**config.mk**
```make
export PLATFORM = sky130hd
export DESIGN_NAME = pipeline_hazard_ctrl
export DESIGN_NICKNAME = d
export VERILOG_FILES = /design/src/rtl/pipeline_hazard_ctrl.sv
export SDC_FILE = /design/constraint.sdc
export NUM_CORES = 1
export LEC_CHECK = 0
export ABC_CLOCK_PERIOD_IN_PS = 1900
export BUFFER_PORTS_ARGS = -buffer_cell sky130_fd_sc_hd__buf_4
export CELL_PAD_IN_SITES_DETAIL_PLACEMENT = 1
export CELL_PAD_IN_SITES_GLOBAL_PLACEMENT = 1
export CORE_MARGIN = 4
export CORE_UTILIZATION = 30
export DETAILED_ROUTE_END_ITERATION = 8
export PLACE_DENSITY_LB_ADDON = 0.1
export SLEW_MARGIN = 20
export SYNTH_ARGS = -nofsm -noshare
export SYNTH_HDL_FRONTEND = slang
export SYNTH_SLANG_ARGS = --single-unit
export TNS_END_PERCENT = 30
```
**constraint.sdc**
```tcl
create_clock -name clk -period 1.9 [get_ports clk]
set_input_delay 0.285 -clock clk [delete_from_list [all_inputs] [get_ports clk]]
set_output_delay 0.285 -clock clk [all_outputs]
set_load 0.02 [all_outputs]
```
**src/rtl/pipeline_hazard_ctrl.sv**
```systemverilog
// pipeline_hazard_ctrl: stall/flush controller for the 5-stage LC-3b pipeline
module pipeline_hazard_ctrl #(
  parameter int CNT_W = 16
) (
  input  logic             clk,
  input  logic             reset,
  input  logic             imem_read,
  input  logic             imem_resp,
  input  logic             dmem_req,
  input  logic             dmem_resp,
  input  logic [2:0]       id_sr1,
  input  logic             id_sr1_used,
  input  logic [2:0]       id_sr2,
  input  logic             id_sr2_used,
  input  logic [2:0]       ex_dest,
  input  logic             ex_mem_read,
  input  logic             ex_br_taken,
  output logic             load_pc,
  output logic             load_ifid,
  output logic             load_idex,
  output logic             load_exmem,
  output logic             load_memwb,
  output logic             flush_ifid,
  output logic             bubble_idex,
  output logic             ifid_valid,
  output logic [1:0]       state,
  output logic [CNT_W-1:0] stall_cycles,
  output logic [CNT_W-1:0] flush_count
);
  typedef enum logic [1:0] {RUN, ISTALL, DSTALL, BUBBLE} state_t;
  state_t           state_q, state_d;
  logic             ifid_valid_q, ifid_valid_d;
  logic [CNT_W-1:0] stall_q, stall_d, flush_q, flush_d;
  logic             dstall, istall, freeze, lu, redirect, lu_stall;
  // Hazard terms and priority-ordered decode; reset forces a full squash with nothing loading.
  always_comb begin
    dstall      = dmem_req & ~dmem_resp;
    istall      = imem_read & ~imem_resp;
    freeze      = dstall | istall;
    lu          = ifid_valid_q & ex_mem_read &
                  ((id_sr1_used & (id_sr1 == ex_dest)) | (id_sr2_used & (id_sr2 == ex_dest)));
    redirect    = ~freeze & ex_br_taken;
    lu_stall    = ~freeze & ~ex_br_taken & lu;
    load_idex   = ~reset & ~freeze;
    load_exmem  = load_idex;
    load_memwb  = load_idex;
    load_pc     = load_idex & ~lu_stall;
    load_ifid   = load_pc;
    flush_ifid  = reset | redirect;
    bubble_idex = reset | redirect | lu_stall;
  end
  // Next state, IF/ID validity and saturating counters.
  always_comb begin
    state_d      = dstall ? DSTALL : istall ? ISTALL : lu_stall ? BUBBLE : RUN;
    ifid_valid_d = flush_ifid ? 1'b0 : load_ifid ? 1'b1 : ifid_valid_q;
    stall_d      = (~load_pc & ~&stall_q) ? stall_q + CNT_W'(1) : stall_q;
    flush_d      = (redirect & ~&flush_q) ? flush_q + CNT_W'(1) : flush_q;
  end
  // State registers; an asynchronous reset abandons any stall in progress.
  always_ff @(posedge clk or posedge reset) begin
    if (reset) begin
      state_q      <= RUN;
      ifid_valid_q <= 1'b0;
      stall_q      <= '0;
      flush_q      <= '0;
    end else begin
      state_q      <= state_d;
      ifid_valid_q <= ifid_valid_d;
      stall_q      <= stall_d;
      flush_q      <= flush_d;
    end
  end
  assign state        = state_q;
  assign ifid_valid   = ifid_valid_q;
  assign stall_cycles = stall_q;
  assign flush_count  = flush_q;
endmodule

```
# After elaboration in Yosys (flattened, before gate mapping)
# Index checks and enable logic that the tools add are counted.
# classes
add_sub_neg	2
n_eq_ne	2
n_mux	5
n_bitwise	24
reduce_logical	5
# op_table
operator	count
$add 16x1->16 const B	2
$reduce_and 16->1	2
$and 1x1->1	13
$not 1->1	7
$eq 3x3->1	2
$mux 2	3
$or 1x1->1	4
$logic_not 1->1	2
$mux 1	2
$reduce_bool 2->1	1
# totals
register_bits	35
input_bits	19
out_inout_bits	42
wordCells	42

# Longest topological paths before layout
# Gate-level depths: netlist of run 1.
# logic_depth
word_depth	10
ltp_mapped	6
depth_no_buf	6

# Worst setup path before layout of run 1
# Ideal clock, no wire load.
# synth_timing
path_type	input -> register
startpoint	input port ex_dest[1]
endpoint	register stall_q[12] (netlist: stall_cycles[12])
setup_time_ns	0.125
arrival_ns	1.808
required_ns	1.775
slack_ns	-0.033
cell_stages	6
path_buffers	0
path_cell_list	xnor2_1 nand4_1 a2111o_1 and2_1 nor3_2 mux2_2
# synth_via
elab_chain_cells	9
word_cells_on_any_way	11
cone_classes	eq/ne: 2; bitwise: 9
# synth_lines
item	line	rtl
start, declared	15	input logic [2:0] ex_dest,
$eq 3x3->1	41	((id_sr1_used & (id_sr1 == ex_dest)) | (id_sr2_used & (id_sr2 == ex_dest)));
$and 1x1->1	41	
$or 1x1->1 *	41	
$and 1x1->1 *	40	lu = ifid_valid_q & ex_mem_read &
$and 1x1->1 *	43	lu_stall = ~freeze & ~ex_br_taken & lu;
$not 1->1 *	47	load_pc = load_idex & ~lu_stall;
$and 1x1->1 *	47	
via load_ifid	19	output logic load_ifid,
$not 1->1 *	56	stall_d = (~load_pc & ~&stall_q) ? stall_q + CNT_W'(1) : stall_q;
$and 1x1->1 *	56	
end signal, assigned	69	stall_q <= stall_d;
end, declared	33	logic [CNT_W-1:0] stall_q, stall_d, flush_q, flush_d;
# The timed path passes the listed nets; every way through them passes the cells marked *.
# A chain may end at the register's enable or synchronous reset.

# Worst setup path after layout of run 1
# layout_timing
startpoint	input port id_sr2[2]
endpoint	output port load_pc
# layout_via
elab_chain_cells	7
# layout_lines
item	line	rtl
start, declared	13	input logic [2:0] id_sr2,
$eq 3x3->1	41	
$and 1x1->1	41	
$or 1x1->1	41	
$and 1x1->1	40	
$and 1x1->1	43	
$not 1->1	47	
$and 1x1->1	47	
end, declared	18	output logic load_pc,
# No other way between the ends.

==> results of run 1 <==
layout by cell type, fill, tap and decap left out:
cell type | Yosys | layout
ha_1 | 2 | 2
and2_4 | 0 | 1
a21o_4 | 1 | 1
nor3_1 | 4 | 3
nor3_4 | 0 | 1
buf_4 | 3 | 88
nand3_1 | 9 | 9
and4_4 | 0 | 1
buf_12 | 0 | 1
a41oi_1 | 1 | 1
a21oi_2 | 1 | 1
a2111o_1 | 1 | 1
nor4_4 | 1 | 1
and4_1 | 4 | 3
mux2_2 | 3 | 3
dlygate4sd3_1 | 0 | 1
xor2_1 | 7 | 7
nor4_1 | 1 | 1
inv_1 | 4 | 4
a41o_1 | 1 | 1
or3_4 | 0 | 1
and2_1 | 3 | 2
clkbuf_1 | 0 | 1
nor2_1 | 6 | 5
dfrtp_1 | 35 | 35
and3_1 | 4 | 4
nand4_1 | 14 | 14
nor2_2 | 0 | 1
nand2b_1 | 2 | 2
xnor2_2 | 0 | 5
a21boi_0 | 2 | 2
xnor2_1 | 26 | 21
a21oi_1 | 3 | 3
nand2_1 | 18 | 18
nor3_2 | 3 | 3
clkbuf_8 | 0 | 7
stage by stage:
| stage | hold WS (ns) | cell area (µm²) | total power, mW | worst slack (ns) |
|---|---|---|---|---|
| 6_report | 0.3615 | 2663 | 2.728 | 0.03927 |
| 5_1_grt | 0.3718 | 2663 | 2.917 | -0.01892 |
| 4_1_cts | 0.3552 | 2604 | 2.765 | 0.01327 |
| 3_5_place_dp | 0.2371 | 2479 | 2.143 | -0.1430 |
| 3_3_place_gp | 0.2274 | 2479 | 2.080 | -0.05954 |
| 2_1_floorplan | 0.4558 | 1745 | 1.586 | 0.02530 |
cell usage after synthesis (all sizes together) (4+ instances only):
cell type	count
dfrtp	35
xnor2	26
and3	4
nand2	18
nor3	7
and4	4
nor2	6
nand4	14
nand3	9
xor2	7
a21oi	4
inv	4
report_power, final:
group	total [mW]	switching, mW	leakage [nW]	internal (mW)
Clock	0.594	0.263	0.0515	0.331
Combinational	1.08	0.568	0.786	0.517
Sequential	1.05	0.154	0.447	0.895
Total	2.73	0.985	1.29	1.74
logic make-up after synthesis:
kind of cell             after synthesis  share of synthesized area (%)
flip-flops                            35                          50.25
multiplexers                           3                          1.938
AND/OR/NAND/NOR                       70                          22.83
adder cells (fa/ha/maj)                2                          1.436
XOR/XNOR                              33                          16.58
AO/OA/AOI/OAI                         10                          4.809
buffers and inverters                  7                          2.153
state kept, by name, summed over array words and instances (netlist names):
name	cells
flush_count	16
stall_cycles	16
state	2
ifid_valid	1
path summary, 6_finish.rpt:
path | cells after the start | start | endpoint
max reg2reg | 8 | flush_count[7] | flush_count[14]
max in group asynchronous | 4 | reset | flush_count[6]
min reg2reg | 1 | stall_cycles[9] | stall_cycles[9]
min | 4 | dmem_req | state[1]
min in group asynchronous | 3 | reset | flush_count[1]
max | 7 | id_sr2[2] | load_pc
worst max-delay path: stages:
cell and delay [ns]:
buf_4 0.12, xnor2_2 0.14, nand4_1 0.10, a2111o_1 0.47, and2_4 0.18, buf_4 0.13
buf_4 0.15
area by class of cell:
class,count,area (µm²)
clock buffer,8,100.1
inverter,4,15.01
timing repair buffer,90,690.7
multi-input combinational,118,890.9
sequential,35,875.8
fill,640,2912
tap,72,90.09
layer usage:
layer  vias to the layer above  GRT usage [%]
met2                        48          24.75
met5                         -              0
met1                       767          18.83
met3                         8          4.907
li1                        750              -
met4                         0          3.655
what timing repair did:
action,CTS,global route
endpoints found under the setup margin,3,9
pin swaps,1,6
buffers inserted,1,1
hold buffers,1,0
gates resized for setup,1,9
endpoints found under the hold margin,4,0
==> run summary, run 1 <==
run status: completed
Core Region: 0.005574 mm²
count of non-filler cells in the finished layout: 327
maximum clock path buffer count: 2
Die W: 84.22 µm
largest net degree at the start of global routing: 32
Detail Route Antenna Nets: 0
vias in the first global route: 1764
max_cap viols: 0
Area contributors post-synth: dfrtp_1, xnor2_1, nand4_1
initial core utilization: 31.27%
Max Used Layer: met4
placed wire-length estimate: 3888 µm
Syn Inst Count: 160
critical path required time: 1.62 ns
GRT overflow: 0
Crit Path Max Fanout: 3
Worst Tran Pin Value: 0.4006 ns
FF-to-FF setup slack: 0.07 ns
Netlist cell types: 27
cell taking the most area after synthesis: dfrtp_1
crit path DAT: 1.58 ns
Setup crit end kind: output pin
CTS buffer count: 5
fmax: 537.4 MHz
Cell Pwr Density: 1025 mW/mm²
Skew-Pair Late Insertion Delay: 0.28 ns
Synth top area share: 50.25%
Placed Instances: 316
RSZ-0062 raised after global routing: yes
DIE AREA: 0.007093 mm²
total clock sinks: 35
Leak Pwr: 1.285 nW
routed length per instance: 15.42 µm
Final Skew: 0.002167 ns
crit path time final: 1.861 ns
area added between synthesis and finish: 52.76%
Rows: 27
Met1 Wirelength: 2232 µm
number of enable flip-flop cells after synthesis: 0
Port Buffers: 60
vias per cell: 4.810
CTS clk-pin slew, worst paths: 0.07 ns
Hold WC Path Type: in2reg
sequential area share after synthesis: 50.25%
Most used DFF post-synth: dfrtp_1
WS Path Type: in2out
htree depth: 2
total wire length: 5041 µm
Slew headroom: 73.29%
syn avg cell area: 10.89 µm²
Warnings, synthesis: 0
VDD IR-drop max: 634.5 µV
layout cells sized above 1: 45.10%
First DRT Iteration DRCs: 41
metal3 WL: 329 µm
Setup Total Neg Slack: 0 ns
first-pass GRT wire length: 8645 µm
Final Hold Fails: 0
GPL Wtd Cong: 0.8590
Core Util, Final: 47.77%
Vias: 1573
initial antenna violation count: 0
Seq cells post-synth: 35
antenna cell count: 0
Setup crit start kind: primary input
Tcrit/Tclk final: 97.93%
total global-route track usage: 14.94%
drt first pass iters: 3
synthesized area: 0.001743 mm²
DRC: 0
CTS root buf: clkbuf_8
setup violators final: 0
ys async rst share: 100.0%
DR WL met2: 2410 µm
io pins: 61
CTS tree: yes
Final Slew Violations: 0
Final #Nets: 275
die height: 84.22 µm
syn_nets: 181
Power figures use the tool's default switching activity.
==> inputs of run 2 (changes only) <==
SETUP_SLACK_MARGIN = 0.15   (was default)
==> run 2 against run 1 <==
  * First-iteration DRC count grew 59%
  * Clock power hardly changed
  * Critical path depth down 1
  * Critical path type is now reg2reg
  * Largest power group is now registers
==> run summary, run 2 (synthesis results as in run 1) <==
run status: completed (unchanged)
WS Path Type: reg2reg (was in2out)
internal power: 1.767 mW (was 1.743 mW)
CTS tree: yes (unchanged)
Port Buffers: 60 (unchanged)
initial core utilization: 31.27% (unchanged)
max_cap viols: 0 (unchanged)
fmax: 568.9 MHz (was 537.4 MHz)
placed wire-length estimate: 3663 µm (was 3888 µm)
Slew headroom: 78.59% (was 73.29%)
first-pass GRT wire length: 8583 µm (was 8645 µm)
setup violators final: 0 (unchanged)
routed length per instance: 15.91 µm (was 15.42 µm)
design area: 0.002796 mm² (was 0.002663 mm²)
Met1 Wirelength: 2322 µm (was 2232 µm)
Final Skew: 0.003468 ns (was 0.002167 ns)
CTS clk-pin slew, worst paths: 0.07 ns (about the same)
GRT overflow: 0 (unchanged)
Final #Nets: 277 (was 275)
Setup crit end kind: flop (was output pin)
die height: 84.22 µm (unchanged)
metal3 WL: 299 µm (was 329 µm)
FF-to-FF setup slack: 0.14 ns (was 0.07 ns)
Hold WC Path Type: in2async (was in2reg)
Comb power frac: 38.7% (was 39.8%)
First DRT Iteration DRCs: 65 (was 41)
total clock sinks: 35 (unchanged)
total power: 2.772 mW (was 2.728 mW)
Skew-Pair Late Insertion Delay: 0.28 ns (about the same)
Placed Instances: 302 (was 316)
htree depth: 2 (unchanged)
Sw Ratio: 36.26% (was 36.12%)
area added between synthesis and finish: 60.44% (was 52.76%)
Cell Pwr Density: 991.4 mW/mm² (was 1025 mW/mm²)
initial antenna violation count: 0 (unchanged)
Tcrit/Tclk final: 92.51% (was 97.93%)
DRC: 0 (unchanged)
GPL Wtd Cong: 0.8429 (was 0.8590)
crit path time final: 1.758 ns (was 1.861 ns)
critical path required time: 2.09 ns (was 1.62 ns)
Post-DP Area: 0.002410 mm² (was 0.002479 mm²)
drt first pass iters: 4 (was 3)
Max Used Layer: met4 (unchanged)
Fill cells: 633 (was 640)
CTS root buf: clkbuf_8 (unchanged)
leading cell type in the layout, fill and taps excluded: buf_4 (unchanged)
Reg power frac: 40.0% (was 38.5%)
total wire length: 5233 µm (was 5041 µm)
Final Slew Violations: 0 (unchanged)
Vias: 1569 (was 1573)
Clock Power Share: 21.4% (was 21.8%)
Detail Route Antenna Nets: 0 (unchanged)
maximum clock path buffer count: 2 (unchanged)
DR WL met2: 2537 µm (was 2410 µm)
crit path DAT: 1.95 ns (was 1.58 ns)
commonest cells after routing, fill and taps aside: buf_4, dfrtp_1, xnor2_1 (unchanged)
DIE AREA: 0.007093 mm² (unchanged)
Setup crit start kind: flop (was primary input)
Die W: 84.22 µm (unchanged)
Core Util, Final: 50.17% (was 47.77%)
RSZ-0062 raised after global routing: yes (unchanged)
VDD IR-drop max: 630.7 µV (was 634.5 µV)
Crit Path Max Fanout: 4 (was 3)
Worst Tran Pin Value: 0.3204 ns (was 0.4006 ns)
io pins: 61 (unchanged)
vias per cell: 4.769 (was 4.810)
total global-route track usage: 14.90% (was 14.94%)
largest net degree at the start of global routing: 19 (was 32)
vias in the first global route: 1705 (was 1764)
antenna cell count: 0 (unchanged)
layout cells sized above 1: 54.47% (was 45.10%)
CTS buffer count: 5 (unchanged)
Leak Pwr: 1.303 nW (was 1.285 nW)
count of non-filler cells in the finished layout: 329 (was 327)
Rows: 27 (unchanged)
P_sw: 1.005 mW (was 0.9854 mW)
Final Hold Fails: 0 (unchanged)
Core Region: 0.005574 mm² (unchanged)
[run 2: cell type report]
type                    instances  area [µm²]  share of cell area (%)
clock buffers                   8       100.1                   3.579
inverters                       4       15.01                  0.5369
multi-input cells             119       975.9                   34.90
flip-flops and latches         35       890.9                   31.86
well taps                      72       90.09                   3.221
repair buffers                 91       724.4                   25.91
[run 2: per-stage QoR]
step	setup TNS [ns]	setup slack, ns	hold slack (ns)
6_report	0	0.1423	0.1343
5_1_grt	0	0.06572	0.1752
4_1_cts	0	0.1451	0.1386
3_5_place_dp	-0.9691	-0.1285	0.4178
3_3_place_gp	-0.1263	-0.06349	0.4118
2_1_floorplan	0	0.08914	0.4550
[run 2: layer usage]
| layer | up-vias | GRT usage [%] |
|---|---|---|
| li1 | 758 | - |
| met1 | 757 | 19.59 |
| met2 | 47 | 24.46 |
| met3 | 7 | 3.140 |
| met4 | 0 | 4.825 |
| met5 | - | 0 |
[run 2: timing repair]
| action | CTS | global route |
|---|---|---|
| pin swaps | 10 | 16 |
| buffers inserted | 12 | 6 |
| hold buffers | 0 | 0 |
| gates cloned | 1 | 0 |
| resized for setup | 14 | 16 |
| endpoints found under the setup margin | 6 | 22 |
[run 2: final timing paths]
| kind | start | end | cells after the start |
|---|---|---|---|
| max | flush_count[12] | flush_count[4] | 6 |
| min | reset | ifid_valid | 3 |
| max reg2reg | flush_count[12] | flush_count[4] | 6 |
| min reg2reg | stall_cycles[9] | stall_cycles[9] | 1 |
| max in group asynchronous | reset | flush_count[7] | 3 |
| min in group clk | reset | ifid_valid | 4 |
[run 2: worst max-delay path, cell delays in order, from the launching register on]
cell and delay [ns]:
dfrtp_2 0.41, and3_4 0.20, and4_4 0.20, and2_4 0.17, or3_4 0.38, buf_4 0.16, xnor2_1 0.16
[run 2: power groups by stage]
stage	Clock (mW)	Combinational (mW)	Sequential, mW
2_1_floorplan	0	0.326	1.27
3_3_place_gp	0	0.889	1.12
3_5_place_dp	0	0.904	1.14
4_1_cts	0.615	0.975	1.10
5_1_grt	0.652	1.16	1.13
6_report	0.592	1.07	1.11
